<file path="src/rtl/example_and_unit_if.sv">
// Purpose: operand/result bundle for example_and_unit.
//   master: drives raw operands and count clear, observes result, pulses, count.
//   slave : the AND unit itself.
interface example_and_unit_if #(
    parameter int unsigned COUNT_WIDTH = 8
);
    logic                   input_1;
    logic                   input_2;
    logic                   count_clr;
    logic                   and_result;
    logic                   rise_pulse;
    logic                   fall_pulse;
    logic [COUNT_WIDTH-1:0] assert_count;

    modport master (
        output input_1,
        output input_2,
        output count_clr,
        input  and_result,
        input  rise_pulse,
        input  fall_pulse,
        input  assert_count
    );

    modport slave (
        input  input_1,
        input  input_2,
        input  count_clr,
        output and_result,
        output rise_pulse,
        output fall_pulse,
        output assert_count
    );
endinterface

</file>
<file path="src/rtl/example_and_unit.sv">
// Purpose: registered, glitch-filtered two-input AND for board-level inputs.
//   Each raw operand is synchronised (two flops), debounced over
//   DEBOUNCE_CYCLES stable cycles, then ANDed into a registered result.
//   Also emits one-cycle rise/fall pulses and a saturating rise count.
// Ports:
//   clk   - system clock, rising edge
//   rst_n - synchronous active-low reset
//   bus   - slave side of example_and_unit_if (input_1, input_2, count_clr in;
//           and_result, rise_pulse, fall_pulse, assert_count out)
module example_and_unit #(
    parameter int unsigned DEBOUNCE_CYCLES = 4,
    parameter int unsigned CNT_W           = 16,
    parameter int unsigned COUNT_WIDTH     = 8
) (
    input  logic              clk,
    input  logic              rst_n,
    example_and_unit_if.slave bus
);

    localparam int unsigned     N_IN      = 2;
    localparam logic [CNT_W-1:0] CNT_LAST = CNT_W'(DEBOUNCE_CYCLES - 1);
    localparam logic [COUNT_WIDTH-1:0] COUNT_MAX = '1;

    logic [N_IN-1:0]            raw;
    logic [N_IN-1:0]            s1_q, s1_d;
    logic [N_IN-1:0]            s2_q, s2_d;
    logic [N_IN-1:0]            filt_q, filt_d;
    logic [N_IN-1:0][CNT_W-1:0] cnt_q, cnt_d;
    logic                       and_q, and_d;
    logic                       rise_q, rise_d;
    logic                       fall_q, fall_d;
    logic [COUNT_WIDTH-1:0]     count_q, count_d;

    assign raw = {bus.input_2, bus.input_1};

    // Synchronise, debounce, combine, detect edges and count rises.
    always_comb begin
        s1_d    = raw;
        s2_d    = s1_q;
        filt_d  = filt_q;
        cnt_d   = cnt_q;
        count_d = count_q;

        // Any return to the filtered value restarts the stability count.
        for (int i = 0; i < int'(N_IN); i++) begin
            if (s2_q[i] == filt_q[i]) begin
                cnt_d[i] = '0;
            end else if (cnt_q[i] == CNT_LAST) begin
                filt_d[i] = s2_q[i];
                cnt_d[i]  = '0;
            end else begin
                cnt_d[i] = cnt_q[i] + CNT_W'(1);
            end
        end

        and_d  = &filt_q;
        rise_d = and_d & ~and_q;
        fall_d = ~and_d & and_q;

        // Count follows the rise pulse by one cycle; clear beats increment.
        if (bus.count_clr) begin
            count_d = '0;
        end else if (rise_q && (count_q != COUNT_MAX)) begin
            count_d = count_q + COUNT_WIDTH'(1);
        end
    end

    // State registers, synchronous reset.
    always_ff @(posedge clk) begin
        if (!rst_n) begin
            s1_q    <= '0;
            s2_q    <= '0;
            filt_q  <= '0;
            cnt_q   <= '0;
            and_q   <= 1'b0;
            rise_q  <= 1'b0;
            fall_q  <= 1'b0;
            count_q <= '0;
        end else begin
            s1_q    <= s1_d;
            s2_q    <= s2_d;
            filt_q  <= filt_d;
            cnt_q   <= cnt_d;
            and_q   <= and_d;
            rise_q  <= rise_d;
            fall_q  <= fall_d;
            count_q <= count_d;
        end
    end

    assign bus.and_result   = and_q;
    assign bus.rise_pulse   = rise_q;
    assign bus.fall_pulse   = fall_q;
    assign bus.assert_count = count_q;

endmodule

</file>
<file path="src/flat_wrapper.sv">
// flat-port wrapper written by rule: the top's interface ports become plain ports
module example_and_unit_flat 
#(
    parameter int unsigned DEBOUNCE_CYCLES = 4,
    parameter int unsigned CNT_W           = 16,
    parameter int unsigned COUNT_WIDTH     = 8
)
  (clk, rst_n, bus_input_1, bus_input_2, bus_count_clr, bus_and_result, bus_rise_pulse, bus_fall_pulse, bus_assert_count);
  example_and_unit_if #(.COUNT_WIDTH(COUNT_WIDTH)) bus_i ();
  input  logic clk;
  input  logic rst_n;
  input wire logic [$bits(bus_i.input_1)-1:0] bus_input_1;
  input wire logic [$bits(bus_i.input_2)-1:0] bus_input_2;
  input wire logic [$bits(bus_i.count_clr)-1:0] bus_count_clr;
  output wire logic [$bits(bus_i.and_result)-1:0] bus_and_result;
  output wire logic [$bits(bus_i.rise_pulse)-1:0] bus_rise_pulse;
  output wire logic [$bits(bus_i.fall_pulse)-1:0] bus_fall_pulse;
  output wire logic [$bits(bus_i.assert_count)-1:0] bus_assert_count;
  assign bus_i.input_1 = bus_input_1;
  assign bus_i.input_2 = bus_input_2;
  assign bus_i.count_clr = bus_count_clr;
  assign bus_and_result = bus_i.and_result;
  assign bus_rise_pulse = bus_i.rise_pulse;
  assign bus_fall_pulse = bus_i.fall_pulse;
  assign bus_assert_count = bus_i.assert_count;
  example_and_unit #(.DEBOUNCE_CYCLES(DEBOUNCE_CYCLES), .CNT_W(CNT_W), .COUNT_WIDTH(COUNT_WIDTH)) u_core (.clk(clk), .rst_n(rst_n), .bus(bus_i));
endmodule
</file>
<file path="config.mk">
export PLATFORM = sky130hd
export DESIGN_NAME = example_and_unit_flat
export DESIGN_NICKNAME = d
export VERILOG_FILES = /design/src/rtl/example_and_unit_if.sv /design/src/rtl/example_and_unit.sv /design/src/flat_wrapper.sv
export SDC_FILE = /design/constraint.sdc
export NUM_CORES = 1
export LEC_CHECK = 0
export CORE_AREA = 3 3 63 65
export CTS_CLUSTER_DIAMETER = 30
export CTS_CLUSTER_SIZE = 40
export DETAILED_ROUTE_END_ITERATION = 8
export DIE_AREA = 0 0 66 68
export PLACE_DENSITY = 0.79
export SLEW_MARGIN = 30
export SYNTH_ARGS = -nofsm -noshare
export SYNTH_HDL_FRONTEND = slang
export SYNTH_SLANG_ARGS = --single-unit
</file>
<file path="constraint.sdc">
create_clock -name clk -period 4.5 [get_ports clk]
set_input_delay 0.45 -clock clk [delete_from_list [all_inputs] [get_ports clk]]
set_output_delay 0.45 -clock clk [all_outputs]
set_load 0.05 [all_outputs]
</file>
==> impl_summary.log <==
INFO  metric cts.path.max_buffers = 2
INFO  metric p_int = about 570 uW
INFO  metric first_global_vias = about 1,400
INFO  metric die_w = about 66 um
INFO  metric synth.cell_area = ~2100 um^2
INFO  metric floorplan.die_area = around 4500 um^2
INFO  metric cts_tree = done
INFO  metric drc_violations = 0
INFO  metric io_pins = 16
INFO  metric gp_routability_congestion = 0.780
INFO  metric critical-path-top-delay-family = buffers and inverters
INFO  metric worst_ep_required_time = 4.05 ns
INFO  metric place_hpwl = between 2000 and 3000 um
INFO  metric yosys-top-cells-area = dfxtp_1 47%, xor2_1 7.6%, nor2_1 7.1%, xnor2_1 5.5%, nand4_1 3.3%
INFO  metric fmax = between 0.4 and 0.5 GHz
INFO  metric transition_time_at_the_pin_with_the_least_slew_margin = between 0.6 and 0.7 ns
INFO  metric final_period_util = 0.476
INFO  metric postSynthNetCount = approximately 240
INFO  metric tritoncts_num_sinks = just under 50
INFO  metric timing.critical_path.fanout_max = 7
INFO  metric yosysWarningCount = 0
INFO  metric first_pass_iters = 4
INFO  metric globalRoute.totalOverflow = 0
INFO  metric total_of_hold_buffers_inserted_after_clock_tree_synthesis = 0
INFO  metric floorplan.initialDensity = 0.611
INFO  metric netlist.top_cell.by_area = dfxtp_1
INFO  metric worstSkewPairLatency = around 0.36 ns
INFO  metric die_y = approximately 68 um
INFO  metric num_rows = 21
INFO  metric antennaDiodeCount = 0
INFO  metric routed_via_density = 5.51
INFO  metric postSynthRegisterBits = between 40 and 50
INFO  metric timing.clock.skew = around 0.0090 ns
INFO  metric status = completed
INFO  metric maxCapViolCount = 0
INFO  metric final_max_tran_viols = 0
INFO  metric layout-area-overhead-vs-synth = 12.6%
INFO  metric async_set_or_reset_flop_fraction_in_the_synthesized_netlist = 0
INFO  metric critPathBufInv = 1
INFO  metric report.final.hold_viol_count = 0
INFO  metric synth_top_area_share = 0.474
INFO  metric synth_edf_count = 0
INFO  metric swShare = 0.193
INFO  metric total_switching_power = ~140 uW
INFO  metric arrival = about 1.7 ns
INFO  metric fraction_of_layout_cells_with_a_size_suffix_above_1 = 0.0369
INFO  metric cts-root-buf = clkbuf_4
INFO  metric core_area = around 3400 um^2
INFO  metric total_leakage_power = just under 0.8 nW
INFO  metric grtUsageTotal = 0.169
INFO  metric drt-total-wl = 3590 um
INFO  metric irDropWorstVdd = between 200 and 250 uV
INFO  metric numCtsBuffers = 5
INFO  metric synth_flop_cell = dfxtp_1
INFO  metric crit_path_start_kind = flip-flop
INFO  metric final_number_of_setup_violating_endpoints = 0
INFO  metric postLayoutCoreUtil = 0.688
INFO  metric slew_headroom = 0.590
INFO  metric grt_first_pass_wirelength = slightly below 6000 um
INFO  metric num_vias = around 1,600
INFO  metric slowest_stage_delay_on_critical_path = 0.85 ns
INFO  metric fin_crit = 2.14 ns
INFO  metric drtIter0Drc = 100
INFO  metric grt_antenna_before_repair = 0
INFO  metric share_comb_of_total_power = 0.015
INFO  metric critical_path.cell_chain = clkdlybuf4s50_1
INFO  metric setup_repair_after_global_routing_missed_its_margin = no
INFO  metric setup_tns = 0 ns
INFO  metric clkPwrFrac = 0.370
INFO  metric drt-wirelength-per-cell = 12.4 um
INFO  metric power_per_cell_area = around 300 nW/um^2
INFO  metric critPathKind = flip-flop to primary output
INFO  metric postSynthCellCount = around 230
INFO  metric distinct_cells_synth = 32
INFO  metric share_of_total_power_in_sequential_cells = 0.615
INFO  metric worst_setup_path_end_kind = primary output
INFO  metric fillCellCount = roughly 280
INFO  metric placed_cells_incl_taps = between 200 and 300
INFO  metric power.total = between 700 and 800 uW
INFO  metric post_cts_resize_count = 0
INFO  metric grt_max_degree = 17
INFO  metric synth_sequential_area_ratio = 0.474
INFO  metric holdCritPathClass = flip-flop to flip-flop
INFO  metric critical_path.slowest_cell = clkdlybuf4s50_1
INFO  metric layoutNonFillerInstCount = 290
INFO  metric drtAntennaViolNets = 0
INFO  metric port_buffers = 15
INFO  metric worst_setup_hold_path_clk_slew = about 0.13 ns
INFO  metric h_tree_depth = 2
INFO  metric design.final.nets = 251
INFO  metric avgSynthCellArea = between 9 and 10 um^2
INFO  metric cts_setup_buffers = 0
power groups by stage:
| stage | Sequential [mW] | Combinational [mW] | Clock, mW |
|---|---|---|---|
| 3_3_place_gp | 0.447 | 0.0105 | 0 |
| 6_report | 0.437 | 0.0106 | 0.263 |
| 2_1_floorplan | 0.446 | 0.00632 | 0 |
| 3_5_place_dp | 0.447 | 0.0106 | 0 |
| 4_1_cts | 0.437 | 0.0107 | 0.272 |
| 5_1_grt | 0.438 | 0.0118 | 0.284 |
sequential cells by signal, indices dropped and copies added, names as in the netlist:
name and flops:
u_core.cnt_q 32, u_core.bus.and_result 1, u_core.filt_q 2, u_core.bus.fall_pulse 1, u_core.s2_q 2, u_core.s1_q 2
u_core.bus.rise_pulse 1, u_core.bus.assert_count 8
path summary, 6_finish.rpt:
check	start	end	slack (ns)	depth (start not counted)
worst max-delay path	u_core.bus.assert_count[7]	bus_assert_count[7]	2.36	1
worst min-delay path	u_core.s1_q[1]	u_core.s2_q[1]	0.45	1
worst max register to register	u_core.cnt_q[16]	u_core.cnt_q[26]	2.52	5
worst min register to register	u_core.s1_q[1]	u_core.s2_q[1]	0.45	1
cells by family after synthesis:
family	synth area share
xor gates and xnor gates	0.131
AOI/OAI and AO/OA	0.0441
DFF	0.474
and+or+nand+nor	0.295
adders and majority gates	0.0181
muxes	0.0145
buffers and inverters	0.0230
layer usage:
metal,GRT usage,share of wire
met1,0.215,0.52
met2,0.272,0.43
met3,0.0411,0.042
met4,0.0812,0.015
met5,0,0
Yosys cell counts, types with 2 or more instances:
cell type and count:
and4_1 5, xor2_1 18, nand3_1 13, xnor2_1 13, nand4_1 11, mux2i_1 3
a21oi_1 8, nor4_1 7, nand2_1 9, dfxtp_1 49, nor2b_1 3, buf_2 5
and3_1 3, ha_1 3, nor3_1 9, o21ai_0 4, inv_1 4, and2_1 7
nor2_1 39, or3_1 2, nor4b_1 2
through the flow:
stage	setup slack (ns)	area [um^2]	hold slack [ns]
CTS	2.36	2330	0.451
finish	2.36	2330	0.447
detailed placement	2.49	2250	0.418
global route	2.25	2330	0.464
global placement	2.51	2250	0.415
floorplan	2.73	2070	0.412
final cells by class:
type | instances | area [um^2] | share of cell area
repair buffers | 15 | 150 | 0.0644
inverters | 4 | 15.0 | 0.00644
multi-input cells | 168 | 1040 | 0.447
clock buffers | 7 | 55.1 | 0.0236
flip-flops and latches | 49 | 981 | 0.421
well taps | 46 | 57.6 | 0.0247
clock inverters | 1 | 30.0 | 0.0129
layout by cell type (no fill, tap or decap), types with 7 or more instances in the layout:
| cell type | n |
|---|---|
| a21oi_1 | 8 |
| xor2_1 | 18 |
| dfxtp_1 | 49 |
| clkdlybuf4s50_1 | 15 |
| nor4_1 | 7 |
| nor2_1 | 39 |
| nand2_1 | 9 |
| nor3_1 | 9 |
| nand4_1 | 11 |
| xnor2_1 | 13 |
| and2_1 | 7 |
| nand3_1 | 13 |
Power figures use the tool's default switching activity.
